## src/rtl/i2c_seq_pkg.sv

```systemverilog
// Shared types and constants for the I2C transfer sequencer.
//   seq_state_e : sequencer FSM states
//   eng_cmd_e   : bit-engine command encodings
//   CFG_*       : CFG_REG field offsets/widths
package i2c_seq_pkg;

    localparam int DATA_W       = 8;
    localparam int CNT_W        = 5;
    localparam int TMO_W        = 14;
    localparam int CFG_W        = 14;

    localparam int CFG_START    = 0;
    localparam int CFG_RW       = 1;
    localparam int CFG_ADDR_LSB = 2;
    localparam int CFG_ADDR_W   = 7;
    localparam int CFG_CNT_LSB  = 9;

    typedef enum logic [1:0] {
        CMD_START = 2'b00,
        CMD_WRITE = 2'b01,
        CMD_READ  = 2'b10,
        CMD_STOP  = 2'b11
    } eng_cmd_e;

    typedef enum logic [2:0] {
        S_IDLE,
        S_START,
        S_ADDR,
        S_WR_DATA,
        S_RD_DATA,
        S_STOP,
        S_ERR
    } seq_state_e;

endpackage

```

## src/rtl/i2c_seq_timeout.sv

```systemverilog
// Saturating cycle counter for one outstanding engine command or FIFO stall.
//   PCLK/PRESET : clock, synchronous active-high reset
//   clr         : zero the counter (takes priority over en)
//   en          : count this cycle
//   limit       : expiry threshold, 0 disables
//   expired     : high during the limit-th consecutive enabled cycle
module i2c_seq_timeout
    import i2c_seq_pkg::*;
#(
    parameter int W = TMO_W
) (
    input  logic         PCLK,
    input  logic         PRESET,
    input  logic         clr,
    input  logic         en,
    input  logic [W-1:0] limit,
    output logic         expired
);

    logic [W-1:0] cnt;

    always_ff @(posedge PCLK) begin
        if (PRESET || clr)
            cnt <= '0;
        else if (en && (cnt != {W{1'b1}}))
            cnt <= cnt + 1'b1;
    end

    // cnt holds the number of enabled cycles before this one, so the
    // limit-th enabled cycle sees cnt == limit-1. The limit is compared
    // live, so lowering it mid-wait can expire at once.
    assign expired = en && (limit != '0) && (cnt >= limit - 1'b1);

endmodule

```

## src/rtl/i2c_transfer_sequencer.sv

```systemverilog
// Byte-level I2C master sequencer: START, address, N data bytes, STOP.
//   CFG_REG/TIMEOUT_REG        : front-end config (start edge, rw, addr, count) and timeout
//   TX_FIFO_*                  : FWFT write-data source, one-cycle pops
//   RX_FIFO_*                  : read-data sink, one-cycle pushes
//   ENG_*                      : valid/done handshake with the I2C bit engine
//   BUSY/DONE/ERROR            : status to the front end
module i2c_transfer_sequencer
    import i2c_seq_pkg::*;
#(
    parameter int DATA_W = i2c_seq_pkg::DATA_W,
    parameter int CNT_W  = i2c_seq_pkg::CNT_W
) (
    input  logic              PCLK,
    input  logic              PRESET,
    input  logic [CFG_W-1:0]  CFG_REG,
    input  logic [TMO_W-1:0]  TIMEOUT_REG,
    input  logic              TX_FIFO_EMPTY,
    input  logic [DATA_W-1:0] TX_FIFO_DATA,
    output logic              TX_FIFO_RD,
    input  logic              RX_FIFO_FULL,
    output logic              RX_FIFO_WR,
    output logic [DATA_W-1:0] RX_FIFO_DATA,
    output logic [1:0]        ENG_CMD,
    output logic              ENG_CMD_VALID,
    output logic [DATA_W-1:0] ENG_WDATA,
    output logic              ENG_NACK,
    input  logic              ENG_CMD_DONE,
    input  logic [DATA_W-1:0] ENG_RDATA,
    input  logic              ENG_ACK_IN,
    output logic              BUSY,
    output logic              DONE,
    output logic              ERROR
);

    seq_state_e              state;
    eng_cmd_e                cmd_q;
    logic                    start_q, rw_q, err_path, rx_pend;
    logic [CFG_ADDR_W-1:0]   addr_q;
    logic [CNT_W-1:0]        cnt_q;
    logic                    tmo_en, tmo_expired, start_edge;

    assign start_edge = CFG_REG[CFG_START] & ~start_q;
    assign ENG_CMD    = cmd_q;

    // Time runs while a command is outstanding or while waiting on a FIFO.
    // The single idle cycle between commands (and the pop/push cycle that
    // ends a stall) clears the counter, giving each wait a fresh budget.
    assign tmo_en = ENG_CMD_VALID
                  | ((state == S_WR_DATA) & ~ENG_CMD_VALID & TX_FIFO_EMPTY)
                  | ((state == S_RD_DATA) & rx_pend & RX_FIFO_FULL);

    i2c_seq_timeout #(.W(TMO_W)) u_timeout (
        .PCLK    (PCLK),
        .PRESET  (PRESET),
        .clr     (~tmo_en),
        .en      (tmo_en),
        .limit   (TIMEOUT_REG),
        .expired (tmo_expired)
    );

    always_ff @(posedge PCLK) begin
        if (PRESET) begin
            state         <= S_IDLE;
            cmd_q         <= CMD_START;
            start_q       <= 1'b0;
            rw_q          <= 1'b0;
            addr_q        <= '0;
            cnt_q         <= '0;
            err_path      <= 1'b0;
            rx_pend       <= 1'b0;
            ENG_CMD_VALID <= 1'b0;
            ENG_WDATA     <= '0;
            ENG_NACK      <= 1'b0;
            TX_FIFO_RD    <= 1'b0;
            RX_FIFO_WR    <= 1'b0;
            RX_FIFO_DATA  <= '0;
            BUSY          <= 1'b0;
            DONE          <= 1'b0;
            ERROR         <= 1'b0;
        end else begin
            start_q    <= CFG_REG[CFG_START];
            DONE       <= 1'b0;
            TX_FIFO_RD <= 1'b0;
            RX_FIFO_WR <= 1'b0;

            if (tmo_expired) begin
                // A timeout while already stopping after an error gives up
                // on the bus; otherwise try to release it with a STOP.
                ENG_CMD_VALID <= 1'b0;
                rx_pend       <= 1'b0;
                if (err_path) begin
                    state <= S_ERR;
                    BUSY  <= 1'b0;
                end else begin
                    ERROR    <= 1'b1;
                    err_path <= 1'b1;
                    state    <= S_STOP;
                end
            end else begin
                case (state)
                    S_IDLE, S_ERR: begin
                        if (start_edge) begin
                            rw_q     <= CFG_REG[CFG_RW];
                            addr_q   <= CFG_REG[CFG_ADDR_LSB +: CFG_ADDR_W];
                            cnt_q    <= CFG_REG[CFG_CNT_LSB +: CNT_W];
                            ERROR    <= 1'b0;
                            err_path <= 1'b0;
                            BUSY     <= 1'b1;
                            state    <= S_START;
                        end
                    end
                    S_START: begin
                        if (!ENG_CMD_VALID) begin
                            ENG_CMD_VALID <= 1'b1;
                            cmd_q         <= CMD_START;
                            ENG_NACK      <= 1'b0;
                        end else if (ENG_CMD_DONE) begin
                            ENG_CMD_VALID <= 1'b0;
                            state         <= S_ADDR;
                        end
                    end
                    S_ADDR: begin
                        if (!ENG_CMD_VALID) begin
                            ENG_CMD_VALID <= 1'b1;
                            cmd_q         <= CMD_WRITE;
                            ENG_WDATA     <= {addr_q, rw_q};
                            ENG_NACK      <= 1'b0;
                        end else if (ENG_CMD_DONE) begin
                            ENG_CMD_VALID <= 1'b0;
                            if (ENG_ACK_IN) begin
                                ERROR    <= 1'b1;
                                err_path <= 1'b1;
                                state    <= S_STOP;
                            end else if (cnt_q == '0)
                                state <= S_STOP;
                            else if (rw_q)
                                state <= S_RD_DATA;
                            else
                                state <= S_WR_DATA;
                        end
                    end
                    S_WR_DATA: begin
                        if (!ENG_CMD_VALID) begin
                            // FWFT head is valid now; pop and capture together.
                            if (!TX_FIFO_EMPTY) begin
                                TX_FIFO_RD    <= 1'b1;
                                ENG_WDATA     <= TX_FIFO_DATA;
                                ENG_CMD_VALID <= 1'b1;
                                cmd_q         <= CMD_WRITE;
                                ENG_NACK      <= 1'b0;
                            end
                        end else if (ENG_CMD_DONE) begin
                            ENG_CMD_VALID <= 1'b0;
                            if (ENG_ACK_IN) begin
                                ERROR    <= 1'b1;
                                err_path <= 1'b1;
                                state    <= S_STOP;
                            end else begin
                                cnt_q <= cnt_q - 1'b1;
                                if (cnt_q == CNT_W'(1))
                                    state <= S_STOP;
                            end
                        end
                    end
                    S_RD_DATA: begin
                        // A received byte must reach the RX FIFO before the
                        // next READ goes out.
                        if (rx_pend) begin
                            if (!RX_FIFO_FULL) begin
                                RX_FIFO_WR <= 1'b1;
                                rx_pend    <= 1'b0;
                                cnt_q      <= cnt_q - 1'b1;
                                if (cnt_q == CNT_W'(1))
                                    state <= S_STOP;
                            end
                        end else if (!ENG_CMD_VALID) begin
                            ENG_CMD_VALID <= 1'b1;
                            cmd_q         <= CMD_READ;
                            ENG_NACK      <= (cnt_q == CNT_W'(1));
                        end else if (ENG_CMD_DONE) begin
                            ENG_CMD_VALID <= 1'b0;
                            RX_FIFO_DATA  <= ENG_RDATA;
                            rx_pend       <= 1'b1;
                        end
                    end
                    S_STOP: begin
                        if (!ENG_CMD_VALID) begin
                            ENG_CMD_VALID <= 1'b1;
                            cmd_q         <= CMD_STOP;
                            ENG_NACK      <= 1'b0;
                        end else if (ENG_CMD_DONE) begin
                            ENG_CMD_VALID <= 1'b0;
                            BUSY          <= 1'b0;
                            if (err_path)
                                state <= S_ERR;
                            else begin
                                state <= S_IDLE;
                                DONE  <= 1'b1;
                            end
                        end
                    end
                    default: state <= S_IDLE;
                endcase
            end
        end
    end

endmodule

```

## config.mk

```make
export PLATFORM = sky130hd
export DESIGN_NAME = i2c_transfer_sequencer
export DESIGN_NICKNAME = d
export VERILOG_FILES = /design/src/rtl/i2c_seq_pkg.sv /design/src/rtl/i2c_seq_timeout.sv /design/src/rtl/i2c_transfer_sequencer.sv
export SDC_FILE = /design/constraint.sdc
export NUM_CORES = 1
export LEC_CHECK = 0
export ABC_AREA = 1
export BUFFER_PORTS_ARGS = -buffer_cell sky130_fd_sc_hd__buf_2
export CAP_MARGIN = 5
export CORE_ASPECT_RATIO = 1.25
export CORE_UTILIZATION = 56
export CTS_CLUSTER_SIZE = 30
export DETAILED_ROUTE_END_ITERATION = 7
export HOLD_SLACK_MARGIN = 0.02
export PLACE_DENSITY = 0.84
export SLEW_MARGIN = 10
export SYNTH_ARGS = -nofsm -noshare
export SYNTH_HDL_FRONTEND = slang
export SYNTH_HIERARCHICAL = 1
export SYNTH_SLANG_ARGS = --single-unit
```

## constraint.sdc

```tcl
create_clock -name PCLK -period 4.4 [get_ports PCLK]
set_input_delay 0.88 -clock PCLK [delete_from_list [all_inputs] [get_ports PCLK]]
set_output_delay 0.88 -clock PCLK [all_outputs]
set_load 0.02 [all_outputs]
```

== Word level (Yosys, flattened, before mapping) ==
Index checks and enable logic that the tools add are counted.
W data, S select, Z words.

* Flip-flop bits (word level): 58
* Latch bits: 0
* Bits in writable memories: 0
* Bits in read-only memories: 0
* Input port bits: 50
* Output and inout port bits: 25
* Memories: 0

* Add/subtract/negate cells: 3
* Multipliers: 0
* Div/mod/pow operators: 0
* Order comparisons: 1
* Eq/ne operators: 38
* Shift-type cells: 0
* Multiplexer cells: 71
* Bitwise gates (word level): 16
* Reduce and logical (&&, ||, !) cells: 31

{| class="wikitable"
|+ Operator list
! kind !! count
|-
| $mux W3 || 18
|-
| $ne A3 B3 Y1 const B || 11
|-
| $ne A2 B2 Y1 const B || 16
|-
| $mux W5 || 6
|-
| $mux W1 || 28
|-
| $mux W8 || 3
|-
| $reduce_and A5 Y1 || 4
|-
| $pmux W3 S6 || 1
|-
| $mux W2 || 8
|-
| $pmux W8 S2 || 1
|-
| $pmux W5 S3 || 1
|-
| $add A14 B1 Y14 const B || 1
|-
| $ge A14 B14 Y1 || 1
|-
| $ne A14 B14 Y1 const B || 1
|-
| $reduce_bool A14 Y1 || 1
|-
| $sub A14 B1 Y14 const B || 1
|-
| $reduce_bool A3 Y1 || 4
|-
| $reduce_and A11 Y1 || 1
|-
| $pmux W2 S5 || 1
|-
| $eq A3 B3 Y1 const B || 3
|-
| $ne A3 B1 Y1 const B || 3
|-
| $not A1 Y1 || 9
|-
| $reduce_and A9 Y1 || 1
|-
| $reduce_and A8 Y1 || 1
|-
| other kinds (22) || 35
|}

== Logic depth before layout (Yosys ltp) ==
* Word-level depth: 9
* Mapped depth: 26

== Hierarchy ==
The synthesis kept the hierarchy.

{| class="wikitable"
|+ By module, submodules not included
! module !! instances !! cells an instance !! area each (µm²) !! seq. area each (µm²)
|-
| i2c_transfer_sequencer || 1 || 364 || 2401.1 || 880.8
|-
| i2c_seq_timeout || 1 || 248 || 1525.2 || 280.3
|}

== Least setup slack after synthesis ==
No wires, ideal clock.

* Path type: input port to flip-flop
* Start: input port TIMEOUT_REG[0]
* End: register state[2]
* Library setup time: 0.113 ns
* Arrival: 3.305 ns
* Data required time: 4.287 ns
* Setup slack: 0.982 ns
* Cell stages on the path: 23
* Buffers on the path: 2
* Path through: inv_1 > ha_1 > nand3_1 > nor2_1 > nand2_1 > xnor2_1 > inv_1 > ha_1 > nand2_1 > nor2_1 > nand4_1 > nor2_1 > nor2_1 > nor2_1 > buf_4 > inv_1 > buf_2 > nand2_1 > nor2_1 > nor2_1 > nand2_1 > nor2_1 > nor2_1

* Cells in the longest elaborated chain, start to end: 5
* Elaborated cells on any way between the ends: 18
* Classes of those cells: 1 x add/sub; 1 x order compare; 11 x eq/ne; 1 x mux; 4 x reduce/logical

{| class="wikitable"
|+ RTL lines
! what !! RTL line !! source
|-
| start: declaration || i2c_transfer_sequencer.sv:16 || <nowiki>input logic [TMO_W-1:0] TIMEOUT_REG,</nowiki>
|-
| $sub A14 B1 Y14 or $reduce_bool A14 Y1 (tied branches) || i2c_seq_timeout.sv:32 || <nowiki>assign expired = en && (limit != '0) && (cnt >= limit - 1'b1);</nowiki>
|-
| $ge A14 B14 Y1 or $logic_and A1 B1 Y1 (tied branches) || i2c_seq_timeout.sv:32 ||
|-
| $logic_and A1 B1 Y1 (*) || i2c_seq_timeout.sv:32 ||
|-
| named net tmo_expired || i2c_transfer_sequencer.sv:40 || <nowiki>logic tmo_en, tmo_expired, start_edge;</nowiki>
|-
| $ne A3 B3 Y1 (no source line) || -- ||
|-
| $reduce_and A11 Y1 (no source line) || -- ||
|-
| end signal: assignment || i2c_transfer_sequencer.sv:63 || <nowiki>state <= S_IDLE;</nowiki>
|-
| end signal: assignment || i2c_transfer_sequencer.sv:92 || <nowiki>state <= S_ERR;</nowiki>
|-
| end signal: assignment || i2c_transfer_sequencer.sv:97 || <nowiki>state <= S_STOP;</nowiki>
|-
| end: declaration || i2c_transfer_sequencer.sv:35 || <nowiki>seq_state_e state;</nowiki>
|}

Mark *: on every way through the listed nets, which the timed path passes. The rest lies on a longest branch.
A chain may end at the register's enable or synchronous reset.

== Worst setup path in the final report ==
* Start: input port TIMEOUT_REG[0]
* End: register state[0]

The elaborated chain is that of the path after synthesis.

==> results.tsv <==
metric	value	unit
Worst Path Required	4650	ps
Synth top area share	29.6	%
TritonCTS sink count	58	
post-route minimum period	3660	ps
EDFF count, synth	0	
Longest Clk Path Bufs	2	
Mapped Nets	682	
Hold Fails Final Rpt	0	
Synth area leader	dfxtp_1	
unrepaired setup endpoints after global routing	no	
hold_buf cts	0	
footprint of the multi-input gates	2350	sq um
mux cell area share after synthesis	0	%
Pins Over Slew Limit	0	
Pleak	0.00223	uW
Largest stage delay, worst path	310	ps
ys async rst share	0	%
compound-gate portion of the synthesized area	9.56	%
Num CTS Buffers	9	
most frequent cells in the layout	nand2_1 (159), nor2_1 (114), inv_1 (76)	
Seq. cell area	1160	sq um
Final period util	83.1	%
Boundary Pins	75	
Seq cells post-synth	58	
Post-Syn Area	3930	sq um
Cell Pwr Density	461	nW/um^2
final wirelength	9320	microns
adder-cell share of the synthesized area	6.37	%
number of H-tree levels	3	
Nets	755	
Post-CTS Setup Bufs	0	
DIE WIDTH	76.9	microns
Routed wire per std cell	12.0	microns
gr usage total	26.0	%
sequential cell area fraction in the yosys report	29.6	%
Residual DRC	0	
Worst Reg-to-Reg Cells	15	
Root Driver	clkbuf_8	
n_diodes	0	
gpl congestion	0.955	
Synth Area in XOR/XNOR	2.45	%
worst-path cell chain	buf_2, inv_1, ha_1, nand3_1, nor2_1, nand2_1, xnor2_1, inv_1, ha_1, nand2_1, a21oi_1, nor2_1, nand3_1, nor2_1, nor2_1, buf_4, inv_1, nand2_1, a21oi_1, nor2_1, nand2_1, nand2_1, nand2_1, nor2_1	
Final Total Pwr	2100	uW
Worst-Margin Slew	1090	ps
Crit-path slowest cell	inv_1	
core area	6650	sq um
Cell Count Post-Placement	761	
initial antenna violation count	0	
CP Max Fanout	14	
clk_skew	16.1	ps
clk_lat worst skew	360	ps
Max-Cap Viols	0	
First DRT Iteration DRCs	209	
Synth cell types	38	
post-CTS sizing	0	
slew margin rel.	26.7	%
Post-synth top flop	dfxtp_1	
hold path cells	2	
die height	95.6	microns
first-pass GRT wire length	15200	microns
Mapped Cells	612	
Simple-Gate Fraction of Synth Area	41.4	%
Vias	4014	
drt pass-1 iters	7	
critical setup path kind	in -> reg	
yosys warns	6	
worst path arrival time	3910	ps
maximum vdd drop	0.325	mV
row count	33	
fin cells	777	
Area Overhead vs Synth	16.0	%
main combinational cell family by area after synthesis	simple AND/OR/NAND/NOR gates	
fill count	607	
grt total ovfl	0	
CTS tree	yes	
most common cell after layout, fill and taps aside	nand2_1	
fmax	274	MHz
Hold WS	449	ps
largest net degree at the start of global routing	30	
vias in the first global route	3595	
setup TNS	0	ps
status	finished clean	
# setup viols final	0	
Syn Area/Cell	6.42	sq um
endpoint class of the critical path	flip-flop	
crit path launch type	primary input	
Vias/cell	5.17	
clock slew at reported path FFs	80	ps
Buf/Inv on CP	5	
Crit path depth	24	
die area	7350	sq um
HP Class	reg -> reg	
antenna viol nets, final	0	
Post-DP HPWL	6980	microns
port bufs	74	
critical path's top delay family	simple AND/OR/NAND/NOR gates	
fraction of layout instances using a drive strength above 1	19.4	%
Initial Util	59.1	%
largest cells by area after synthesis	dfxtp_1 (30%), nand2_1 (15%), nor2_1 (11%), inv_1 (7.3%), ha_1 (6.4%)	
cell families after synthesis:
| family | after synthesis |
|---|---|
| simple gates | 357 |
| buf+inv | 95 |
| compound gates | 71 |
| flops | 58 |
| fa+ha+maj | 20 |
| xor+xnor | 11 |
Yosys cell counts (2+ instances only):
cell type  count
nand2_1      159
nor2_1       114
inv_1         76
dfxtp_1       58
nand3_1       32
a21oi_1       31
o21ai_0       29
ha_1          20
nand2_2        9
nand4_1        8
xor2_1         8
nor2_4         7
nor3_1         7
inv_2          5
buf_6          4
nand2_4        4
nor2_2         4
o21ai_1        4
buf_2          3
clkbuf_1       3
nand3_2        3
xnor2_1        3
a21oi_2        2
buf_8          2
nand3_4        2
nor3_2         2
nor4_1         2
flip-flops by register name, summed over array words and instances (netlist names):
register,flops
ENG_NACK,1
start_q,1
ERROR,1
addr_q,7
RX_FIFO_WR,1
ENG_WDATA,8
state,3
RX_FIFO_DATA,8
BUSY,1
rw_q,1
ENG_CMD_VALID,1
err_path,1
TX_FIFO_RD,1
rx_pend,1
cnt_q,5
ENG_CMD,2
u_timeout/cnt,14
DONE,1
where the power goes:
group | switching (uW) | total (uW) | internal [uW]
clock | 242 | 624 | 382
combinational | 535 | 801 | 267
sequential | 66.8 | 675 | 608
worst paths after layout:
| kind | from | end | slack, ps |
|---|---|---|---|
| worst max register to register | state[2]$_SDFFE_PP0P_ | state[0]$_SDFFE_PP0P_ | 1020 |
| worst min register to register | addr_q[4]$_SDFFE_PP0P_ | addr_q[4]$_SDFFE_PP0P_ | 450 |
| worst min-delay path | addr_q[4]$_SDFFE_PP0P_ | addr_q[4]$_SDFFE_PP0P_ | 450 |
| worst max-delay path | TIMEOUT_REG[0] | state[0]$_SDFFE_PP0P_ | 740 |
per-layer routing:
metal | routed length (microns) | vias to the layer above | track usage, %
li1 | - | 2069 | -
met1 | 4230 | 1797 | 30.6
met2 | 4420 | 130 | 45.9
met3 | 473 | 18 | 4.78
met4 | 201 | 0 | 12.2
met5 | 0 | - | 0
area by class of cell:
cell class | instances | share of cell area [%]
clock buffer | 9 | 2.72
clock inverter | 7 | 2.75
inverter | 82 | 6.82
multi-input combinational | 459 | 51.5
sequential | 58 | 25.5
tap | 87 | 2.39
timing repair buffer | 75 | 8.30
tightest hold or removal path: cells and delay by family, from the launching register on:
kind / cells / cell delay (ps)
flip-flops: 1 / 300
buffers and inverters: 1 / 50
AO/OA/AOI/OAI: 1 / 50
per-stage QoR:
step                util (%)  cell area [sq um]  setup WS (ps)
finish                  68.5               4550            744
floorplan                  -               3930            982
global placement        64.7               4300            609
CTS                     68.5               4550            783
global route            68.5               4550            310
detailed placement      64.7               4300            444
Power figures use the tool's default switching activity.
